--- src/rtl/avalon_slave_io.sv ---
// Avalon-MM slave register block: register file, GPIO latch, synchronised GPIO input
// with rising-edge capture, level interrupt, and write/read transaction counters.
module avalon_slave_io #(
    parameter int                  ADDR_SIZE     = 32,
    parameter int                  DATA_SIZE     = 32,
    parameter int                  REG_ADDR_BITS = 3,
    parameter logic [ADDR_SIZE-1:0] BASE_ADDR    = 32'h0000_0010,
    parameter int                  READ_LATENCY  = 1,
    parameter int                  GPIO_WIDTH    = 8,
    parameter logic [31:0]         ID_VALUE      = 32'hA5A5_0001
) (
    input  logic                  clk,
    input  logic                  reset,
    input  logic                  avslave_chipselect,
    input  logic                  avslave_read,
    input  logic                  avslave_write,
    input  logic [ADDR_SIZE-1:0]  avslave_address,
    input  logic [DATA_SIZE-1:0]  avslave_writedata,
    output logic [DATA_SIZE-1:0]  avslave_readdata,
    output logic                  avslave_readdatavalid,
    input  logic [GPIO_WIDTH-1:0] gpio_in,
    output logic [GPIO_WIDTH-1:0] gpio_out,
    output logic                  irq
);

    localparam logic [REG_ADDR_BITS-1:0] REG_DATA_OUT    = REG_ADDR_BITS'(0);
    localparam logic [REG_ADDR_BITS-1:0] REG_DATA_IN     = REG_ADDR_BITS'(1);
    localparam logic [REG_ADDR_BITS-1:0] REG_EDGE        = REG_ADDR_BITS'(2);
    localparam logic [REG_ADDR_BITS-1:0] REG_IRQ_MASK    = REG_ADDR_BITS'(3);
    localparam logic [REG_ADDR_BITS-1:0] REG_SCRATCH     = REG_ADDR_BITS'(4);
    localparam logic [REG_ADDR_BITS-1:0] REG_WRITE_COUNT = REG_ADDR_BITS'(5);
    localparam logic [REG_ADDR_BITS-1:0] REG_READ_COUNT  = REG_ADDR_BITS'(6);
    localparam logic [REG_ADDR_BITS-1:0] REG_ID          = REG_ADDR_BITS'(7);

    logic                     wr_strobe_q, wr_strobe_d;
    logic                     rd_strobe_q, rd_strobe_d;
    logic [GPIO_WIDTH-1:0]    data_out_q, data_out_d;
    logic [GPIO_WIDTH-1:0]    sync1_q, sync1_d;
    logic [GPIO_WIDTH-1:0]    sync2_q, sync2_d;
    logic [GPIO_WIDTH-1:0]    sync_prev_q, sync_prev_d;
    logic [GPIO_WIDTH-1:0]    edge_q, edge_d;
    logic [GPIO_WIDTH-1:0]    mask_q, mask_d;
    logic [DATA_SIZE-1:0]     scratch_q, scratch_d;
    logic [15:0]              write_count_q, write_count_d;
    logic [15:0]              read_count_q, read_count_d;
    logic                     irq_q, irq_d;
    logic [READ_LATENCY-1:0]  pipe_valid_q, pipe_valid_d;
    logic [DATA_SIZE-1:0]     pipe_data_q [READ_LATENCY];
    logic [DATA_SIZE-1:0]     pipe_data_d [READ_LATENCY];

    logic                     hit;
    logic                     wr_acc;
    logic                     rd_acc;
    logic [REG_ADDR_BITS-1:0] reg_idx;
    logic [GPIO_WIDTH-1:0]    edge_set;
    logic [GPIO_WIDTH-1:0]    edge_clr;
    logic [DATA_SIZE-1:0]     rd_mux;

    // One accept per strobe: the strobe must be low in the previous cycle. A read
    // that coincides with a write is dropped so the write wins.
    always_comb begin
        hit         = avslave_address[ADDR_SIZE-1:REG_ADDR_BITS] == BASE_ADDR[ADDR_SIZE-1:REG_ADDR_BITS];
        reg_idx     = avslave_address[REG_ADDR_BITS-1:0];
        wr_strobe_d = avslave_chipselect & avslave_write;
        rd_strobe_d = avslave_chipselect & avslave_read;
        wr_acc      = wr_strobe_d & hit & ~wr_strobe_q;
        rd_acc      = rd_strobe_d & ~avslave_write & hit & ~rd_strobe_q;
    end

    // NOTE: every variable in an always_comb gets a default first, so no path infers a latch.
    always_comb begin
        data_out_d    = data_out_q;
        mask_d        = mask_q;
        scratch_d     = scratch_q;
        write_count_d = write_count_q;
        read_count_d  = read_count_q;
        edge_clr      = '0;
        edge_set      = sync2_q & ~sync_prev_q;
        sync1_d       = gpio_in;
        sync2_d       = sync1_q;
        sync_prev_d   = sync2_q;

        if (wr_acc) begin
            write_count_d = write_count_q + 16'd1;
            case (reg_idx)
                REG_DATA_OUT: data_out_d = avslave_writedata[GPIO_WIDTH-1:0];
                REG_EDGE:     edge_clr   = avslave_writedata[GPIO_WIDTH-1:0];
                REG_IRQ_MASK: mask_d     = avslave_writedata[GPIO_WIDTH-1:0];
                REG_SCRATCH:  scratch_d  = avslave_writedata;
                default:      ;
            endcase
        end
        if (rd_acc) begin
            read_count_d = read_count_q + 16'd1;
        end

        // A capture arriving with a clear of the same bit survives.
        edge_d = (edge_q & ~edge_clr) | edge_set;
        irq_d  = |(edge_q & mask_q);
    end

    always_comb begin
        rd_mux = '0;
        case (reg_idx)
            REG_DATA_OUT:    rd_mux[GPIO_WIDTH-1:0] = data_out_q;
            REG_DATA_IN:     rd_mux[GPIO_WIDTH-1:0] = sync2_q;
            REG_EDGE:        rd_mux[GPIO_WIDTH-1:0] = edge_q;
            REG_IRQ_MASK:    rd_mux[GPIO_WIDTH-1:0] = mask_q;
            REG_SCRATCH:     rd_mux                 = scratch_q;
            REG_WRITE_COUNT: rd_mux[15:0]           = write_count_q;
            REG_READ_COUNT:  rd_mux[15:0]           = read_count_q;
            REG_ID:          rd_mux                 = DATA_SIZE'(ID_VALUE);
            default:         rd_mux                 = '0;
        endcase
    end

    // Read pipeline: stage 0 snapshots the register in the accept cycle; the last
    // stage is the readdata register and only reloads when a valid read reaches it.
    always_comb begin
        pipe_valid_d = (pipe_valid_q << 1) | READ_LATENCY'(rd_acc);
        pipe_data_d[0] = rd_mux;
        for (int k = READ_LATENCY - 1; k >= 1; k--) begin
            pipe_data_d[k] = pipe_data_q[k-1];
        end
        if (!pipe_valid_d[READ_LATENCY-1]) begin
            pipe_data_d[READ_LATENCY-1] = pipe_data_q[READ_LATENCY-1];
        end
    end

    // NOTE: state updates use non-blocking assignments so every flop samples pre-edge values.
    always_ff @(posedge clk) begin
        if (reset) begin
            wr_strobe_q   <= 1'b0;
            rd_strobe_q   <= 1'b0;
            data_out_q    <= '0;
            sync1_q       <= '0;
            sync2_q       <= '0;
            sync_prev_q   <= '0;
            edge_q        <= '0;
            mask_q        <= '0;
            scratch_q     <= '0;
            write_count_q <= '0;
            read_count_q  <= '0;
            irq_q         <= 1'b0;
            pipe_valid_q  <= '0;
            // NOTE: the small read pipeline is reset too, so a flushed read leaves readdata at 0.
            for (int k = 0; k < READ_LATENCY; k++) begin
                pipe_data_q[k] <= '0;
            end
        end else begin
            wr_strobe_q   <= wr_strobe_d;
            rd_strobe_q   <= rd_strobe_d;
            data_out_q    <= data_out_d;
            sync1_q       <= sync1_d;
            sync2_q       <= sync2_d;
            sync_prev_q   <= sync_prev_d;
            edge_q        <= edge_d;
            mask_q        <= mask_d;
            scratch_q     <= scratch_d;
            write_count_q <= write_count_d;
            read_count_q  <= read_count_d;
            irq_q         <= irq_d;
            pipe_valid_q  <= pipe_valid_d;
            for (int k = 0; k < READ_LATENCY; k++) begin
                pipe_data_q[k] <= pipe_data_d[k];
            end
        end
    end

    assign avslave_readdata      = pipe_data_q[READ_LATENCY-1];
    assign avslave_readdatavalid = pipe_valid_q[READ_LATENCY-1];
    assign gpio_out              = data_out_q;
    assign irq                   = irq_q;

endmodule

--- config.mk ---
export PLATFORM = sky130hd
export DESIGN_NAME = avalon_slave_io
export DESIGN_NICKNAME = d
export VERILOG_FILES = /design/src/rtl/avalon_slave_io.sv
export SDC_FILE = /design/constraint.sdc
export NUM_CORES = 1
export LEC_CHECK = 0
export ABC_CLOCK_PERIOD_IN_PS = 2830
export BUFFER_PORTS_ARGS = -buffer_cell sky130_fd_sc_hd__buf_2
export CAP_MARGIN = 20
export CORE_UTILIZATION = 50
export DETAILED_ROUTE_END_ITERATION = 16
export PLACE_DENSITY = 0.82
export SETUP_SLACK_MARGIN = 0.2
export SKIP_CTS_REPAIR_TIMING = 1
export SLEW_MARGIN = 15
export SYNTH_ARGS = -nofsm -noshare
export SYNTH_HDL_FRONTEND = slang
export SYNTH_SLANG_ARGS = --single-unit
--- constraint.sdc ---
create_clock -name clk -period 2.83 [get_ports clk]
set_input_delay 0.849 -clock clk [delete_from_list [all_inputs] [get_ports clk]]
set_output_delay 0.849 -clock clk [all_outputs]
set_load 0.01 [all_outputs]
==> results.ini <==
[setup_path]
endpoint_kind=register
path_cells=buf_2 -> nor4_4 -> and4_1 -> nand3_1 -> buf_4 -> or4_1 -> a21oi_1
cpMaxStageDelayCell=or4_1
crit-reg2reg-launch=write_count_q[0]
r2r_cells=5
worst_setup_path_start_kind=input port
cp_max_fo=8
r2r-end=write_count_q[10]
reg2reg_slack_ps=750
cp.arrival_ps=2720
max_stage_delay_ps=500
required_ps=3190
crit_type=input port to register
crit_end=write_count_q[15]
crit_start=avslave_address[23]

[floorplanning]
start_util_pct=52.2
num_rows=40
dieArea_um2=13300
core_area_um2=12300
die_h_um=115
io_pins=119
die_x_um=115

[outcome]
status=complete, no violations

[yosys]
synth-edff-count=0
syn_nets=817
yosys_warnings=0
synthDistinctLibCells=51
synth_ff_type=dfxtp_1
synth_most_common_cell=dfxtp_1
synth_area_um2=6400
synth.avg_cell_area_um2=8.67
synth.cells.most_frequent=dfxtp_1, nand2_1, a21oi_1
synth_top_area_cell=dfxtp_1
ys_seq_area_share_pct=46.3
synthArstFlopShare_pct=0
synthTopCellsByArea=dfxtp_1, a21oi_1, nand2_1
synthCells=738
synth-seq-cells=148
synth.top_cell.area_share_pct=46.3

[timing]
fin_ws_ps=462
grt_setup_unrepaired=false
fin_worst_skew_ps=5.05
setup_viol=0
worst_slew_pin_slew_ps=562
period_minus_slack_ps=2370
fmax_ghz=0.422
finalMaxSlewViolations=0
relSlewSlack_pct=62.2
post-route-period-util_pct=83.7
fin_tns_setup_ps=0
finalHoldViolations=0

[clocking]
cts_tree=done
clockRootBuffer=clkbuf_16
clock_sinks=148
cts_buffer_depth=2
numCtsBuffers=17
clk_latency_ps=430
htree_levels=4
clk_pin_slew_ps=60

[drt]
via_per_inst=5.66
wl_um=16700
num_vias=5905
wl_per_cell_um=16.0
antenna_left=0
drt-initial-drc-count=518
post-route-drc-count=0
first_pass_iters=5

[placement]
dp_hpwl_um=11900
gp_congestion=0.886
dp_cells=1011
port-buffer-count=118
place_ws_ps=72.7

[grt]
grt_overflow=0
grt_usage_pct=26.7
grt_pass1_vias=5618
grt_pass1_wl_um=27300
antenna_found_initial=0
grt_max_degree=43

[power]
cellLeakagePower_uw=0.00293
ir_worst_vdd_mv=0.532
p_total_uw=4570
p_per_area_nw_per_um2=577

[final_layout]
final_cells=1043
diodes=0
area_delta_synth_final_pct=23.9
fin_nets=941
drive_above_1_share_pct=24.1

[flow_run]
max_cap_viol_count=0

[hold_path]
hp-class=register to register

## worst min path at each step
stage,start,to,slack (ps),cells after the start
2_1_floorplan,sync1_q[0],sync2_q[0],410,1
3_3_place_gp,sync1_q[5],sync2_q[5],420,1
3_5_place_dp,sync1_q[5],sync2_q[5],420,1
4_1_cts,sync1_q[5],sync2_q[5],430,1
5_1_grt,sync1_q[7],sync2_q[7],460,1
6_report,sync1_q[5],sync2_q[5],430,1
## cells in the final DEF (no fill, tap or decap), types with 5 or more instances in the layout
cell / Yosys / layout
dfxtp_1: 148 / 148
nand2_1: 125 / 125
buf_2: 3 / 117
a21oi_1: 94 / 94
buf_4: 0 / 38
nor2b_1: 35 / 35
nand3_1: 33 / 32
nor2_1: 30 / 30
o21ai_0: 26 / 26
mux2i_1: 25 / 25
o31ai_1: 19 / 19
clkbuf_16: 0 / 17
nand2b_1: 14 / 14
nand3b_1: 13 / 13
or4_1: 12 / 12
a311oi_1: 10 / 10
and4_1: 9 / 9
nor4_4: 7 / 7
nand4_1: 7 / 7
or3_1: 6 / 6
nor4_1: 6 / 6
xnor2_1: 6 / 6
inv_1: 5 / 5
a22oi_1: 5 / 5
clkinvlp_4: 0 / 5
## state kept, by name, summed over array words and instances (netlist names)
| name | flops |
|---|---|
| irq | 1 |
| write_count_q | 16 |
| sync_prev_q | 8 |
| pipe_data_q | 32 |
| edge_q | 8 |
| scratch_q | 32 |
| rd_strobe_q | 1 |
| gpio_out | 8 |
| read_count_q | 16 |
| mask_q | 8 |
| sync1_q | 8 |
| wr_strobe_q | 1 |
| avslave_readdatavalid | 1 |
| sync2_q | 8 |
## metrics by stage
| step | cell area, um2 | hold WS [ps] | utilization (%) |
|---|---|---|---|
| 4_1_cts | 7930 | 435 | 64.7 |
| 3_5_place_dp | 7340 | 420 | 59.9 |
| 6_report | 7930 | 432 | 64.7 |
| 5_1_grt | 7930 | 458 | 64.7 |
| 2_1_floorplan | 6400 | 414 | - |
| 3_3_place_gp | 7340 | 415 | 59.9 |
## routing by layer
layer,track usage (%),share of wire [%],vias up
met2,43.3,47,237
met4,13.4,3.3,0
met5,0,0,-
met1,33.4,42,2731
met3,6.27,7.0,42
li1,-,-,2895
## worst max-delay path: cells and delay by family
| family | cells | cell delay, ps |
|---|---|---|
| AOI/OAI and AO/OA | 1 | 160 |
| buffers and inverters | 2 | 360 |
| and+or+nand+nor | 4 | 1360 |
## power by group
group / internal (uW) / switching, uW / leakage [uW]
clock: 1340 / 869 / 0.000274
combinational: 107 / 140 / 0.00146
sequential: 2100 / 12.2 / 0.00120
total: 3550 / 1020 / 0.00293
## cell families after synthesis
group | synth area share (%)
AND/OR/NAND/NOR | 27.2
AO/OA/AOI/OAI | 17.1
flip-flops | 46.3
buffers and inverters | 3.46
multiplexers | 4.44
XOR/XNOR | 1.09
adder cells (fa/ha/maj) | 0.391
## area by class of cell
type,instances,area [um2]
fillers,1014,4330
multi-input cells,532,3220
flip-flops and latches,148,2960
repair buffers,158,931
clock buffers,20,457
well taps,168,210
clock inverters,12,130
inverters,5,18.8
Power figures use the tool's default switching activity.
